## config.mk

```make
export PLATFORM = sky130hd
export DESIGN_NAME = vga_timing_ctrl
export DESIGN_NICKNAME = d
export VERILOG_FILES = /design/src/rtl/vga_timing_ctrl.sv
export SDC_FILE = /design/constraint.sdc
export NUM_CORES = 1
export LEC_CHECK = 0
export ABC_AREA = 0
export BUFFER_PORTS_ARGS = -buffer_cell sky130_fd_sc_hd__buf_2
export CAP_MARGIN = 10
export CORE_MARGIN = 5
export CORE_UTILIZATION = 45
export CTS_BUF_LIST = sky130_fd_sc_hd__clkbuf_4 sky130_fd_sc_hd__clkbuf_8
export CTS_CLUSTER_DIAMETER = 40
export DETAILED_ROUTE_END_ITERATION = 10
export GPL_ROUTABILITY_DRIVEN = 1
export GPL_TIMING_DRIVEN = 0
export PLACE_DENSITY = 0.69
export SYNTH_ARGS = -nofsm -noshare
export SYNTH_HDL_FRONTEND = slang
export SYNTH_SLANG_ARGS = --single-unit
```

## constraint.sdc

```tcl
create_clock -name i_clk -period 3.1 [get_ports i_clk]
set_clock_uncertainty 0.2 [all_clocks]
set_input_delay 0.93 -clock i_clk [delete_from_list [all_inputs] [get_ports i_clk]]
set_output_delay 0.93 -clock i_clk [all_outputs]
set_load 0.01 [all_outputs]
```

## src/rtl/vga_timing_ctrl.sv

```systemverilog
// vga_timing_ctrl: VGA raster FSMs plus a PIX_LAT-deep sync/blank/colour alignment pipe to the ADV7123 DAC.
// Define VGA_BORDER_EN to force full-scale colour on the outermost active rows and columns.
module vga_timing_ctrl #(
  parameter int H_ACTIVE = 640,
  parameter int H_FP     = 16,
  parameter int H_SYNC   = 96,
  parameter int H_BP     = 48,
  parameter int V_ACTIVE = 480,
  parameter int V_FP     = 10,
  parameter int V_SYNC   = 2,
  parameter int V_BP     = 33,
  parameter int PIX_LAT  = 0
) (
  input  logic        i_clk,
  input  logic        i_rst_n,
  input  logic        i_en,
  input  logic [9:0]  i_red,
  input  logic [9:0]  i_green,
  input  logic [9:0]  i_blue,
  output logic [10:0] o_x,
  output logic [10:0] o_y,
  output logic        o_active,
  output logic        o_frame_start,
  output logic        o_vga_hs,
  output logic        o_vga_vs,
  output logic        o_vga_blank_n,
  output logic        o_vga_sync_n,
  output logic [9:0]  o_vga_r,
  output logic [9:0]  o_vga_g,
  output logic [9:0]  o_vga_b
);
  if (PIX_LAT < 0 || PIX_LAT > 4) begin : g_bad_lat
    $error("vga_timing_ctrl: PIX_LAT must be in 0..4");
  end
  typedef enum logic [1:0] {HS_ACT, HS_FP, HS_SYNC, HS_BP} h_state_e;
  typedef enum logic [1:0] {VS_ACT, VS_FP, VS_SYNC, VS_BP} v_state_e;
  h_state_e h_st_q;
  v_state_e v_st_q;
  logic [10:0] h_cnt_q, v_cnt_q, h_end, v_end, h_off, v_off;
  logic h_last, v_last, line_end, frame_end, brd, frame_start_q;
  logic [3:0] raw, tap;
  logic [PIX_LAT+1:0][3:0] chain;
  logic [PIX_LAT:0][3:0] pipe_q;
  logic [9:0] r_q, g_q, b_q, r_d, g_d, b_d;
  always_comb begin
    h_end = h_st_q == HS_ACT ? 11'(H_ACTIVE - 1) : h_st_q == HS_FP ? 11'(H_FP - 1) :
            h_st_q == HS_SYNC ? 11'(H_SYNC - 1) : 11'(H_BP - 1);
    h_off = h_st_q == HS_ACT ? 11'd0 : h_st_q == HS_FP ? 11'(H_ACTIVE) :
            h_st_q == HS_SYNC ? 11'(H_ACTIVE + H_FP) : 11'(H_ACTIVE + H_FP + H_SYNC);
    v_end = v_st_q == VS_ACT ? 11'(V_ACTIVE - 1) : v_st_q == VS_FP ? 11'(V_FP - 1) :
            v_st_q == VS_SYNC ? 11'(V_SYNC - 1) : 11'(V_BP - 1);
    v_off = v_st_q == VS_ACT ? 11'd0 : v_st_q == VS_FP ? 11'(V_ACTIVE) :
            v_st_q == VS_SYNC ? 11'(V_ACTIVE + V_FP) : 11'(V_ACTIVE + V_FP + V_SYNC);
    h_last = h_cnt_q == h_end;
    v_last = v_cnt_q == v_end;
    line_end = i_en && h_last && h_st_q == HS_BP;
    frame_end = line_end && v_last && v_st_q == VS_BP;
    o_x = h_off + h_cnt_q;
    o_y = v_off + v_cnt_q;
    o_active = h_st_q == HS_ACT && v_st_q == VS_ACT;
  end
`ifdef VGA_BORDER_EN
  assign brd = o_x == 11'd0 || o_x == 11'(H_ACTIVE - 1) || o_y == 11'd0 || o_y == 11'(V_ACTIVE - 1);
`else
  assign brd = 1'b0;
`endif
  // Pipe bits {active, border, vs, hs}; tap is what enters the last stage on this tick,
  // which is exactly when the generator returns that pixel's colour.
  always_comb begin
    raw = {o_active, brd, v_st_q != VS_SYNC, h_st_q != HS_SYNC};
    chain = {pipe_q, raw};
    tap = chain[PIX_LAT];
    r_d = !tap[3] ? 10'd0 : tap[2] ? 10'h3FF : i_red;
    g_d = !tap[3] ? 10'd0 : tap[2] ? 10'h3FF : i_green;
    b_d = !tap[3] ? 10'd0 : tap[2] ? 10'h3FF : i_blue;
  end
  always_ff @(posedge i_clk or negedge i_rst_n) begin
    if (!i_rst_n) begin
      h_st_q <= HS_ACT;
      h_cnt_q <= '0;
      v_st_q <= VS_ACT;
      v_cnt_q <= '0;
    end else if (i_en) begin
      h_cnt_q <= h_last ? '0 : h_cnt_q + 11'd1;
      if (h_last) h_st_q <= h_state_e'(h_st_q + 2'd1);
      if (line_end) begin
        v_cnt_q <= v_last ? '0 : v_cnt_q + 11'd1;
        if (v_last) v_st_q <= v_state_e'(v_st_q + 2'd1);
      end
    end
  end
  always_ff @(posedge i_clk or negedge i_rst_n) begin
    if (!i_rst_n) begin
      pipe_q <= {(PIX_LAT + 1){4'b0011}};
      r_q <= '0;
      g_q <= '0;
      b_q <= '0;
      frame_start_q <= 1'b0;
    end else begin
      frame_start_q <= frame_end;
      if (i_en) begin
        pipe_q <= chain[PIX_LAT:0];
        r_q <= r_d;
        g_q <= g_d;
        b_q <= b_d;
      end
    end
  end
  assign o_frame_start = frame_start_q;
  assign o_vga_hs = pipe_q[PIX_LAT][0];
  assign o_vga_vs = pipe_q[PIX_LAT][1];
  assign o_vga_blank_n = pipe_q[PIX_LAT][3];
  assign o_vga_sync_n = 1'b0;
  assign o_vga_r = r_q;
  assign o_vga_g = g_q;
  assign o_vga_b = b_q;
endmodule

```

==> results.py <==
metrics = {
    "detailed_routing": {
        "drt-total-wl_um": 9250,
        "detail-route-antenna-nets": 0,
        "drtIter0Drc": 94,
        "wl_per_cell_um": 14.9,
        "remaining_drc_errors": 0,
        "vias": 3181,
        "firstDrtPassIters": 4,
        "avgViaCountPerCell": 5.12,
    },
    "global_routing": {
        "grt_most_used_layer": "met2",
        "track_usage": 0.193,
        "grtUsageMet2": 0.314,
        "antenna_found_initial": 0,
        "first_global_vias": 3299,
        "grt_max_degree": 38,
        "globalRouteMet3Util": 0.0671,
        "grt_pass1_wl_um": 15400,
        "grt_remaining_overflow": 0,
        "met1_usage": 0.239,
    },
    "sta": {
        "slew_headroom": 0.631,
        "rsz0062_at_grt": "true",
        "timing.hold.ws_ns": 0.273,
        "min_period_over_period": 1.19,
        "worst_pin_slew_ns": 0.553,
        "finalSetupViolations": 12,
        "period_needed_ns": 3.68,
        "max_freq_ghz": 0.272,
        "slew_viol_final": 0,
        "fin_ws_ns": -0.581,
        "hold_viol": 0,
    },
    "layout": {
        "antenna_cells": 0,
        "fillCellCount": 666,
        "multi_input_area_um2": 1930,
        "ff_latch_area_um2": 1510,
        "areaGrowthSynthToFinish_pct": 37.2,
        "layout-drive-gt1-share": 0.395,
        "postLayoutCoreUtil": 0.629,
        "fin_area_um2": 4810,
        "finalNetCount": 572,
    },
    "floorplan": {
        "die-area_um2": 9650,
        "coreArea_um2": 7650,
        "io_pins": 91,
        "rows": 32,
        "fp.dieW_um": 98.2,
        "die_h_um": 98.2,
        "start_util": 0.458,
    },
    "setup_path": {
        "crit_path_start_kind": "flop",
        "critPathTopFamily": "adder cells",
        "max_stage_delay_ns": 0.40,
        "cp.required_ns": 1.97,
        "arrival_ns": 2.55,
        "cp-end-kind": "output port",
        "critPathBufInv": 3,
        "cp_max_fo": 3,
        "path_cells": "inv_2 > ha_4 > ha_4 > inv_2 > fa_2 > nor2b_4 > o211ai_1 > a21oi_2 > nor4_2 > a311o_1 > buf_2",
        "worstSetupPathType": "flop to output port",
        "cp_slowest_cell": "dfrtp_1",
    },
    "clock_tree": {
        "path_clk_slew_ns": 0.07,
        "clockRootBuffer": "clkbuf_8",
        "cts_buffer_depth": 2,
        "cts_tree": "yes",
        "cts_buffers": 9,
        "h-tree-depth": 3,
        "clock_sinks": 60,
        "clk_latency_ns": 0.33,
    },
    "place": {
        "place_area_um2": 4140,
        "gp_congestion": 0.844,
        "pre_cts_slack_ns": -0.294,
        "place_hpwl_um": 6280,
        "io_buffers": 88,
    },
    "synthesis": {
        "yosys_warnings": 0,
        "synth-edff-count": 0,
        "netlist_area_um2": 3500,
        "postSynthAreaPerCell_um2": 9.15,
        "syn_nets": 441,
        "synth-seq-cells": 60,
        "synth_seq_area_share": 0.429,
        "syn_inst": 383,
        "synth_ff_type": "dfrtp_1",
        "async_reset_ff_frac": 1.00,
        "yosysUniqueCellTypes": 50,
    },
    "pwr": {
        "p_leak_nw": 2.30,
        "finalPower_mw": 2.58,
        "powerDensity_nw_per_um2": 537,
        "ir_worst_vdd_mv": 0.319,
    },
    "status": {
        "violations": "setup timing",
        "status": "finished, violations left",
    },
    "worst_hold_path": {
        "hold_class": "flop to flop",
    },
    "job": {
        "maxCapViolations": 0,
    },
}
==> through the flow <==
step | std cells | setup TNS (ns)
2_1_floorplan | 383 | -0.0203
3_3_place_gp | 573 | -0.820
3_5_place_dp | 574 | -1.08
4_1_cts | 611 | -2.82
5_1_grt | 621 | -4.64
6_report | 621 | -3.09
==> worst register-to-register path: cells and delay by family (launching register included) <==
kind                     cells  cell delay [ns]
flip-flops                   1             0.42
adder cells (fa/ha/maj)      1             0.23
AO/OA/AOI/OAI                1             0.35
buffers and inverters        2             0.23
AND/OR/NAND/NOR              3             1.12
multiplexers                 1             0.35
==> final timing paths <==
kind,slack [ns],cells after the start,endpoint,from
max,-0.58,11,o_y[9],v_st_q[0]
max in group asynchronous,1.67,2,pipe_q[0],i_rst_n
min reg2reg,0.27,2,pipe_q[1],pipe_q[1]
min in group asynchronous,0.37,1,o_vga_g[7],i_rst_n
max reg2reg,0.09,8,v_cnt_q[9],h_st_q[0]
min,0.27,2,pipe_q[1],pipe_q[1]
==> synthesized netlist by cell type, drive strengths merged (3+ instances only) <==
cell / instances / share of area
ha: 23 / 0.082
mux2: 3 / 0.0096
o21ai: 17 / 0.024
or3: 4 / 0.0075
nor4: 5 / 0.0089
and2: 3 / 0.0057
a2bb2oi: 6 / 0.015
buf: 7 / 0.016
o31ai: 6 / 0.013
nand3: 8 / 0.013
nor2b: 3 / 0.0054
o22ai: 31 / 0.055
clkbuf: 16 / 0.017
inv: 57 / 0.061
a21oi: 4 / 0.0057
nor3: 5 / 0.0071
xnor2: 17 / 0.042
xor2: 6 / 0.015
nand2b: 3 / 0.0054
nand4: 7 / 0.012
nor2: 13 / 0.014
nand2: 49 / 0.053
dfrtp: 58 / 0.41
o211ai: 3 / 0.0064
==> cells in the final DEF, fill, tap and decap left out, types with 7 or more instances in the layout <==
cell type / n
o21ai_0: 13
clkbuf_8: 9
nand4_1: 7
ha_1: 9
nand2_1: 49
nor2_1: 11
buf_4: 35
dfrtp_1: 55
xnor2_1: 15
buf_2: 88
inv_1: 51
clkbuf_1: 14
ha_4: 11
o22ai_1: 31
==> area by class of cell <==
class	instances	share of cell area
Buffer	23	0.0258
Sequential cell	60	0.314
Clock buffer	11	0.0289
Multi-Input combinational cell	243	0.402
Tap cell	102	0.0265
Timing Repair Buffer	120	0.148
Clock inverter	5	0.0109
Inverter	57	0.0445
==> registers in the layout, indices dropped and copies added, names as in the netlist <==
name,cells
v_st_q,2
o_vga_g,10
v_cnt_q,11
pipe_q,3
o_frame_start,1
o_vga_r,10
h_st_q,2
o_vga_b,10
h_cnt_q,11
==> metal layers <==
layer,vias up,part of all wire
li1,1557,-
met1,1511,0.42
met2,95,0.49
met3,18,0.078
met4,0,0.018
met5,-,0
==> timing repair <==
item                                    4_1_cts  5_1_grt
hold buffers                                  0        0
endpoints found under the setup margin       13       14
pin swaps                                    24       17
buffers inserted                             21       10
resized for setup                            30       24
==> kinds of logic after synthesis <==
family,count (synthesis),synth area share
flip-flops,60,0.429
adder cells (fa/ha/maj),25,0.0936
AO/OA/AOI/OAI,81,0.157
AND/OR/NAND/NOR,108,0.152
buffers and inverters,80,0.0943
XOR/XNOR,23,0.0575
other,1,0.00107
multiplexers,5,0.0154
==> power by group <==
group / internal (mW) / switching (mW) / total (mW)
registers: 0.833 / 0.0804 / 0.914
clock network: 0.385 / 0.305 / 0.690
logic: 0.533 / 0.444 / 0.977
(Power assumes the default switching activity.)
